$ cat src/rtl/tiny_decryption_algorithm_if.sv
// Ciphertext/key request and plaintext response bundle for the TEA decryptor.
// The master drives a ciphertext block and key; the slave returns the plaintext.
interface tiny_decryption_algorithm_if;
    logic         key_valid;
    logic         ctxt_valid;
    logic [63:0]  ctxt_blk;
    logic [127:0] key;
    logic [63:0]  ptxt_blk;
    logic         ptxt_ready;

    modport master (
        output key_valid,
        output ctxt_valid,
        output ctxt_blk,
        output key,
        input  ptxt_blk,
        input  ptxt_ready
    );

    modport slave (
        input  key_valid,
        input  ctxt_valid,
        input  ctxt_blk,
        input  key,
        output ptxt_blk,
        output ptxt_ready
    );
endinterface

$ cat src/rtl/tiny_decryption_algorithm.sv
// Iterative TEA block decryptor: one full TEA cycle (both half-updates) per clock.
// Result is held in DONE until the next start or reset.
module tiny_decryption_algorithm #(
    parameter int unsigned ROUNDS = 32,
    parameter logic [31:0] DELTA  = 32'h9E3779B9
) (
    input  logic                              clk,
    input  logic                              rst_n,
    tiny_decryption_algorithm_if.slave        bus
);

    localparam int          CW       = $clog2(ROUNDS) + 1;
    localparam logic [31:0] SUM_INIT = 32'(DELTA * ROUNDS);
    localparam logic [CW-1:0] LAST   = CW'(ROUNDS - 1);

    typedef enum logic [1:0] {
        IDLE = 2'd0,
        RUN  = 2'd1,
        DONE = 2'd2
    } state_t;

    state_t        state_q,      state_d;
    logic [31:0]   v0_q,         v0_d;
    logic [31:0]   v1_q,         v1_d;
    logic [127:0]  key_q,        key_d;
    logic [31:0]   sum_q,        sum_d;
    logic [CW-1:0] count_q,      count_d;
    logic [63:0]   ptxt_blk_q,   ptxt_blk_d;
    logic          ptxt_ready_q, ptxt_ready_d;

    logic          start;
    logic [31:0]   v1_round;
    logic [31:0]   v0_round;

    // TEA mixing term shared by both half-updates.
    function automatic logic [31:0] mix(
        input logic [31:0] v,
        input logic [31:0] sum,
        input logic [31:0] ka,
        input logic [31:0] kb
    );
        return ((v << 4) + ka) ^ (v + sum) ^ ((v >> 5) + kb);
    endfunction

    assign start = bus.ctxt_valid && bus.key_valid;

    // v0 is undone using the freshly recovered v1, mirroring the encryptor's order.
    assign v1_round = v1_q - mix(v0_q,     sum_q, key_q[63:32],  key_q[31:0]);
    assign v0_round = v0_q - mix(v1_round, sum_q, key_q[127:96], key_q[95:64]);

    always_comb begin
        // NOTE: every next-state signal gets a default first so no path leaves one unassigned and infers a latch.
        state_d      = state_q;
        v0_d         = v0_q;
        v1_d         = v1_q;
        key_d        = key_q;
        sum_d        = sum_q;
        count_d      = count_q;
        ptxt_blk_d   = ptxt_blk_q;
        ptxt_ready_d = ptxt_ready_q;

        unique case (state_q)
            IDLE, DONE: begin
                if (start) begin
                    v0_d         = bus.ctxt_blk[63:32];
                    v1_d         = bus.ctxt_blk[31:0];
                    key_d        = bus.key;
                    sum_d        = SUM_INIT;
                    count_d      = '0;
                    ptxt_ready_d = 1'b0;
                    state_d      = RUN;
                end
            end

            RUN: begin
                v0_d    = v0_round;
                v1_d    = v1_round;
                sum_d   = sum_q - DELTA;
                count_d = count_q + CW'(1);
                if (count_q == LAST) begin
                    ptxt_blk_d   = {v0_round, v1_round};
                    ptxt_ready_d = 1'b1;
                    state_d      = DONE;
                end
            end

            default: state_d = IDLE;
        endcase
    end

    always_ff @(posedge clk or negedge rst_n) begin
        if (!rst_n) begin
            state_q      <= IDLE;
            v0_q         <= '0;
            v1_q         <= '0;
            key_q        <= '0;
            sum_q        <= '0;
            count_q      <= '0;
            ptxt_blk_q   <= '0;
            ptxt_ready_q <= 1'b0;
        end else begin
            // NOTE: non-blocking updates so every register samples pre-edge values, matching the hardware.
            state_q      <= state_d;
            v0_q         <= v0_d;
            v1_q         <= v1_d;
            key_q        <= key_d;
            sum_q        <= sum_d;
            count_q      <= count_d;
            ptxt_blk_q   <= ptxt_blk_d;
            ptxt_ready_q <= ptxt_ready_d;
        end
    end

    assign bus.ptxt_blk   = ptxt_blk_q;
    assign bus.ptxt_ready = ptxt_ready_q;

endmodule
$ cat src/flat_wrapper.sv
// flat-port wrapper written by rule: the top's interface ports become plain ports
module tiny_decryption_algorithm_flat 
#(
    parameter int unsigned ROUNDS = 32,
    parameter logic [31:0] DELTA  = 32'h9E3779B9
)
  (clk, rst_n, bus_key_valid, bus_ctxt_valid, bus_ctxt_blk, bus_key, bus_ptxt_blk, bus_ptxt_ready);
  tiny_decryption_algorithm_if bus_i ();
  input  logic clk;
  input  logic rst_n;
  input wire logic [$bits(bus_i.key_valid)-1:0] bus_key_valid;
  input wire logic [$bits(bus_i.ctxt_valid)-1:0] bus_ctxt_valid;
  input wire logic [$bits(bus_i.ctxt_blk)-1:0] bus_ctxt_blk;
  input wire logic [$bits(bus_i.key)-1:0] bus_key;
  output wire logic [$bits(bus_i.ptxt_blk)-1:0] bus_ptxt_blk;
  output wire logic [$bits(bus_i.ptxt_ready)-1:0] bus_ptxt_ready;
  assign bus_i.key_valid = bus_key_valid;
  assign bus_i.ctxt_valid = bus_ctxt_valid;
  assign bus_i.ctxt_blk = bus_ctxt_blk;
  assign bus_i.key = bus_key;
  assign bus_ptxt_blk = bus_i.ptxt_blk;
  assign bus_ptxt_ready = bus_i.ptxt_ready;
  tiny_decryption_algorithm #(.ROUNDS(ROUNDS), .DELTA(DELTA)) u_core (.clk(clk), .rst_n(rst_n), .bus(bus_i));
endmodule
$ cat config.mk
export PLATFORM = sky130hd
export DESIGN_NAME = tiny_decryption_algorithm_flat
export DESIGN_NICKNAME = d
export VERILOG_FILES = /design/src/rtl/tiny_decryption_algorithm_if.sv /design/src/rtl/tiny_decryption_algorithm.sv /design/src/flat_wrapper.sv
export SDC_FILE = /design/constraint.sdc
export NUM_CORES = 1
export LEC_CHECK = 0
export CAP_MARGIN = 5
export CORE_MARGIN = 3
export CORE_UTILIZATION = 45
export CTS_BUF_LIST = sky130_fd_sc_hd__clkbuf_4
export DETAILED_ROUTE_END_ITERATION = 16
export PLACE_DENSITY = 0.66
export SLEW_MARGIN = 15
export SYNTH_ARGS = -nofsm -noshare
export SYNTH_HDL_FRONTEND = slang
export SYNTH_SLANG_ARGS = --single-unit
export TNS_END_PERCENT = 5
$ cat constraint.sdc
create_clock -name clk -period 12 [get_ports clk]
set_input_delay 2.4 -clock clk [delete_from_list [all_inputs] [get_ports clk]]
set_output_delay 2.4 -clock clk [all_outputs]
set_load 0.05 [all_outputs]
Yosys cells after proc, flatten, opt, wreduce, memory -nomap -nowiden
Cells that the tools add are included.

word-level totals
  logic and storage cells = 50
  flip-flop bits (word level) = 297
  output and inout port bits = 65
  input bits = 196

operators by class
  reductions and logical operators = 9
  bitwise gates (word level) = 4
  muxes and demuxes = 14
  equal/unequal tests = 5
  $add $sub $neg = 10

operators with widths
  cell                                                  number
  case mux 32 bit (2 select lines)                      3
  adder 32 bit                                          4
  bitwise XOR 32 bit                                    4
  2-to-1 mux 32 bit                                     3
  adder 27 x 32 -> 32 bit                               2
  subtractor 32 bit                                     2
  subtractor 32 bit (second input constant)             1
  case mux 6 bit (2 select lines)                       1
  AND reduction 2 bit                                   4
  adder 6 x 1 -> 6 bit (second input constant)          1
  equality test 6 x 5 -> 1 bit (second input constant)  1
  2-to-1 mux 6 bit                                      1
  2-to-1 mux 2 bit                                      2
  != test 2 x 1 -> 1 bit (second input constant)        2
  case mux 2 bit (2 select lines)                       1
  AND reduction 3 bit                                   1
  equality test 2 x 1 -> 1 bit (second input constant)  1
  equality test 2 bit (second input constant)           1
  logical NOT 2 bit                                     1
  2-to-1 mux 1 bit                                      2
  case mux 1 bit (2 select lines)                       1
  nonzero test 2 bit                                    1
  OR reduction 2 bit                                    1
  logical AND 1 bit                                     1

Logic depth before layout (Yosys ltp)
  depth in word-level cells = 9
  gate-level depth with buffers = 43
  mapped depth without buffers = 43

Worst setup path after synthesis
No wires, ideal clock.

  path type = reg2reg
  start point = reg u_core.sum_q[0]
  end point = reg u_core.ptxt_blk_q[63], in the netlist u_core.bus.ptxt_blk[63]
  setup time = 125 ps
  path slack = 3491 ps
  clock period less this slack = 8509 ps
  data required time = 11875 ps
  path buffers = 0
  arrival = 8384 ps
  cell stages (with the launch flop) = 43
  cells stage by stage = dfrtp_1 -> ha_1 -> fa_1 -> a21o_1 -> a21o_1 -> a21o_1 -> a21oi_1 -> nor2b_1 -> o21a_1 -> nor2_1 -> xnor2_1 -> xnor2_1 -> ha_1 -> a21o_1 -> a21o_1 -> a21o_1 -> or2_2 -> a31o_2 -> (+7 left out) -> nor3_2 -> or3_1 -> a31oi_1 -> xnor2_1 -> xor2_1 -> ha_1 -> and3_1 -> and2_1 -> a21o_1 -> a21oi_1 -> o21ai_1 -> a21bo_1 -> o21ai_1 -> o21ai_1 -> xnor2_1 -> xnor3_1 -> xnor2_1 -> mux2_2

on the way
  longest elaborated chain between the ends = 8
  elaborated cells on any way between the ends = 10
  those cells by class = add/sub (6); bitwise (4)

ends and longest elaborated chain
  item                               RTL line                          text
  start: declaration                 tiny_decryption_algorithm.sv:26   logic [31:0] sum_q, sum_d;
  start signal: assignment           tiny_decryption_algorithm.sv:107  sum_q <= sum_d;
  adder 32 bit *                     tiny_decryption_algorithm.sv:42   return ((v << 4) + ka) ^ (v + sum) ^ ((v >> 5) + kb);
  bitwise XOR 32 bit * (2 in a row)  tiny_decryption_algorithm.sv:42
  subtractor 32 bit *                tiny_decryption_algorithm.sv:48   assign v1_round = v1_q - mix(v0_q, sum_q, key_q[63:32], key_q[31:0]);
  net u_core.v1_round[17]            tiny_decryption_algorithm.sv:32   logic [31:0] v1_round;
  adder 32 bit                       tiny_decryption_algorithm.sv:42
  bitwise XOR 32 bit                 tiny_decryption_algorithm.sv:42
  bitwise XOR 32 bit *               tiny_decryption_algorithm.sv:42
  subtractor 32 bit *                tiny_decryption_algorithm.sv:49   assign v0_round = v0_q - mix(v1_round, sum_q, key_q[127:96], key_q[95:64]);
  end signal: assignment             tiny_decryption_algorithm.sv:109  ptxt_blk_q <= ptxt_blk_d;
  end: declaration                   tiny_decryption_algorithm.sv:28   logic [63:0] ptxt_blk_q, ptxt_blk_d;

The timed path passes the listed nets; every way through them passes the cells marked *.
A chain may end at the register's enable or synchronous reset.

Worst setup path after layout
  start point = reg u_core.v0_q[6]
  end point = reg u_core.ptxt_blk_q[63], in the netlist u_core.bus.ptxt_blk[63]

on the way
  longest elaborated chain between the ends = 8
  elaborated cells on any way between the ends = 12
  those cells by class = add/sub (8); bitwise (4)

ends and longest elaborated chain
  item                      RTL line                          text
  start: declaration        tiny_decryption_algorithm.sv:23   logic [31:0] v0_q, v0_d;
  start signal: assignment  tiny_decryption_algorithm.sv:104  v0_q <= v0_d;
  adder 32 bit              tiny_decryption_algorithm.sv:42
  bitwise XOR 32 bit        tiny_decryption_algorithm.sv:42
  bitwise XOR 32 bit *      tiny_decryption_algorithm.sv:42
  subtractor 32 bit *       tiny_decryption_algorithm.sv:48
  net u_core.v1_round[23]   tiny_decryption_algorithm.sv:32
  adder 32 bit              tiny_decryption_algorithm.sv:42
  bitwise XOR 32 bit        tiny_decryption_algorithm.sv:42
  bitwise XOR 32 bit *      tiny_decryption_algorithm.sv:42
  subtractor 32 bit *       tiny_decryption_algorithm.sv:49

Marked as above.

==> metrics.yaml <==
outcome: "finished, final reports clean"
wirelength_mm: 74.5
cts_sinks: 297
grtUsageTotal_pct: 27.2
grt_pass1_vias: 20807
setup.worst_path.start_class: "flop"
critical_path_class: "reg2reg"
min_from: "u_core.bus.ptxt_blk[3]"
wire_per_inst_um: 19.9
cts_tree: "done"
num_vias: 21024
dieArea_sq_mm: 0.0544
fin_skew_ns: 0.0672
rrSetupSlack_ns: 1.57
fin_crit_sh_pct: 86.9
drive_gt1_share_pct: 6.31
yosysTopAreaCellShare_pct: 32.0
ys_async_sr_fraction_pct: 100
synthDistinctLibCells: 75
dpl_worst_slack_ns: 1.80
syn_area_sq_mm: 0.0232
syn_avg_cell_area_sq_um: 8.57
cts_inserted_buffers: 83
final.setup.tns_ns: 0
r2r_start: "u_core.v0_q[6]"
rr_endpoint: "u_core.bus.ptxt_blk[63]"
ys_seq_area_share_pct: 32.0
clock-root-buffer: "clkbuf_4"
synth_cells: 2713
worstPathArrival_ns: 11.12
worst_slew_pin_slew_ns: 1.06
yosys_warnings: 0
ys_seq_elements: 297
required_ns: 12.69
hpwlAfterDp_mm: 57.7
clock_latency_ns: 0.85
rr_worst_depth: 41
final_nets: 3446
grt_max_degree: 144
endpoint_kind: "flop"
gp_congestion: 0.957
final_hold_viol_count: 0
area_growth_pct: 19.2
ios: 261
path_max_fanout: 6
synthTopCellsByCount: "562 x nand2_1, 304 x xnor2_1, 297 x dfrtp_1, 241 x ha_1, 189 x o21ai_0"
critical_path.most_common_cell: "a21o_1"
cap_violations: 0
slowest_stage: "xnor2_1"
synth.most_common_cell: "nand2_1"
post_cts_buffers: 0
min_path_type: "reg2reg"
final_antenna_net_count: 0
synth_area_leaders: "dfrtp_1 32%, ha_1 13%, xnor2_1 11%"
holdPathStages: 2
detail_route.vias_per_cell: 5.63
die_h_um: 233
cts_hold_buf: 0
die_w_um: 233
setup_viol: 0
rows: 82
final_max_slew_viol_count: 0
slowest_delay_ns: 0.83
drcViolationCount: 0
portBuffers: 260
overflow: 0
synthFlopType: "dfrtp_1"
fp.coreArea_sq_mm: 0.0506
synth_fp_nets: 3158
slew_headroom_pct: 29.2
min_to: "u_core.bus.ptxt_blk[3]"
first_pass_iters: 5
grt_pass1_wl_mm: 115
antenna_found_initial: 1
htree_levels: 3
finalWorstPathRequiredPeriod_ns: 10.43
fin_ws_ns: 1.57
rsz0062_at_grt: "false"
synth_edf_count: 0
ctsLongestPathBuffers: 3
yosys.area.top_type: "dfrtp_1"
clk_pin_slew_ns: 0.06
initial_core_util_pct: 45.9
timing.fmax_mhz: 95.9
cts_resized: 0
first_iter_violations: 1609
==> critical path: cells and delay by family (launching register included) <==
family	cells	cell delay, ns
simple gates	3	0.77
flops	1	0.49
mux	1	0.28
fa+ha+maj	4	1.40
compound gates	25	4.81
xor+xnor	8	2.55
==> how the worst max path moves through the flow <==
stage,startpoint,to,slack [ns],cells after the start
finish,u_core.v0_q[6],u_core.bus.ptxt_blk[63],1.57,41
global route,u_core.v0_q[5],u_core.bus.ptxt_blk[63],0.95,42
CTS,u_core.v0_q[6],u_core.bus.ptxt_blk[63],1.84,41
detailed placement,u_core.v0_q[6],u_core.bus.ptxt_blk[63],1.80,41
global placement,u_core.v0_q[6],u_core.bus.ptxt_blk[63],1.96,41
floorplan,u_core.sum_q[0],u_core.bus.ptxt_blk[63],3.49,42
==> sequential cells by signal, summed over array words and instances (netlist names) <==
register / cells
u_core.v0_q: 32
u_core.bus.ptxt_blk: 64
u_core.bus.ptxt_ready: 1
u_core.v1_q: 32
u_core.count_q: 6
u_core.sum_q: 32
u_core.key_q: 128
u_core.state_q: 2
==> routing by layer <==
| metal | track usage [%] | routed length, um | up-vias | share of wire, % |
|---|---|---|---|---|
| met5 | 0 | 0 | - | 0 |
| met4 | 7.87 | 1520 | 0 | 2.0 |
| met3 | 4.32 | 5400 | 99 | 7.2 |
| met2 | 42.1 | 32600 | 727 | 44 |
| met1 | 39.4 | 34900 | 10032 | 47 |
| li1 | - | - | 10166 | - |
==> area by class of cell <==
type / instances / area [sq um]
clock inverter: 25 / 208
tap: 672 / 841
inverter: 79 / 297
timing repair buffer: 276 / 2740
fill: 4779 / 22900
clock buffer: 120 / 901
sequential: 297 / 7430
antenna: 1 / 2.50
multi-input combinational: 2264 / 15300
==> placed cells by master, fill, tap and decap left out, types with 67 or more instances in the layout <==
| master | Yosys | final |
|---|---|---|
| clkbuf_4 | 0 | 120 |
| xnor2_1 | 304 | 304 |
| nor2_1 | 96 | 94 |
| inv_1 | 79 | 79 |
| o21ai_0 | 189 | 189 |
| xor2_1 | 67 | 67 |
| a21o_1 | 133 | 133 |
| clkdlybuf4s50_1 | 0 | 259 |
| dfrtp_1 | 297 | 297 |
| nand2_1 | 562 | 561 |
| a21oi_1 | 183 | 183 |
| ha_1 | 241 | 241 |
==> logic make-up after synthesis <==
kind of cell | count (synthesis) | share of synthesized area [%]
fa+ha+maj | 249 | 13.7
buf+inv | 152 | 2.46
simple gates | 854 | 15.7
xor+xnor | 375 | 14.3
compound gates | 767 | 21.0
mux | 19 | 0.915
flops | 297 | 32.0
==> metrics by stage <==
step / cells / util (%) / hold slack, ns / instance area [sq um]
floorplan: 2713 / - / 0.450 / 23200
global placement: 3588 / 52.6 / 0.463 / 26600
detailed placement: 3588 / 52.6 / 0.467 / 26600
CTS: 3733 / 54.7 / 0.484 / 27700
global route: 3734 / 54.7 / 0.511 / 27700
finish: 3734 / 54.7 / 0.478 / 27700
Power is left out: the tool's default activity adds up to more than one toggle a clock period on the data nets, which glitch-free logic cannot reach.
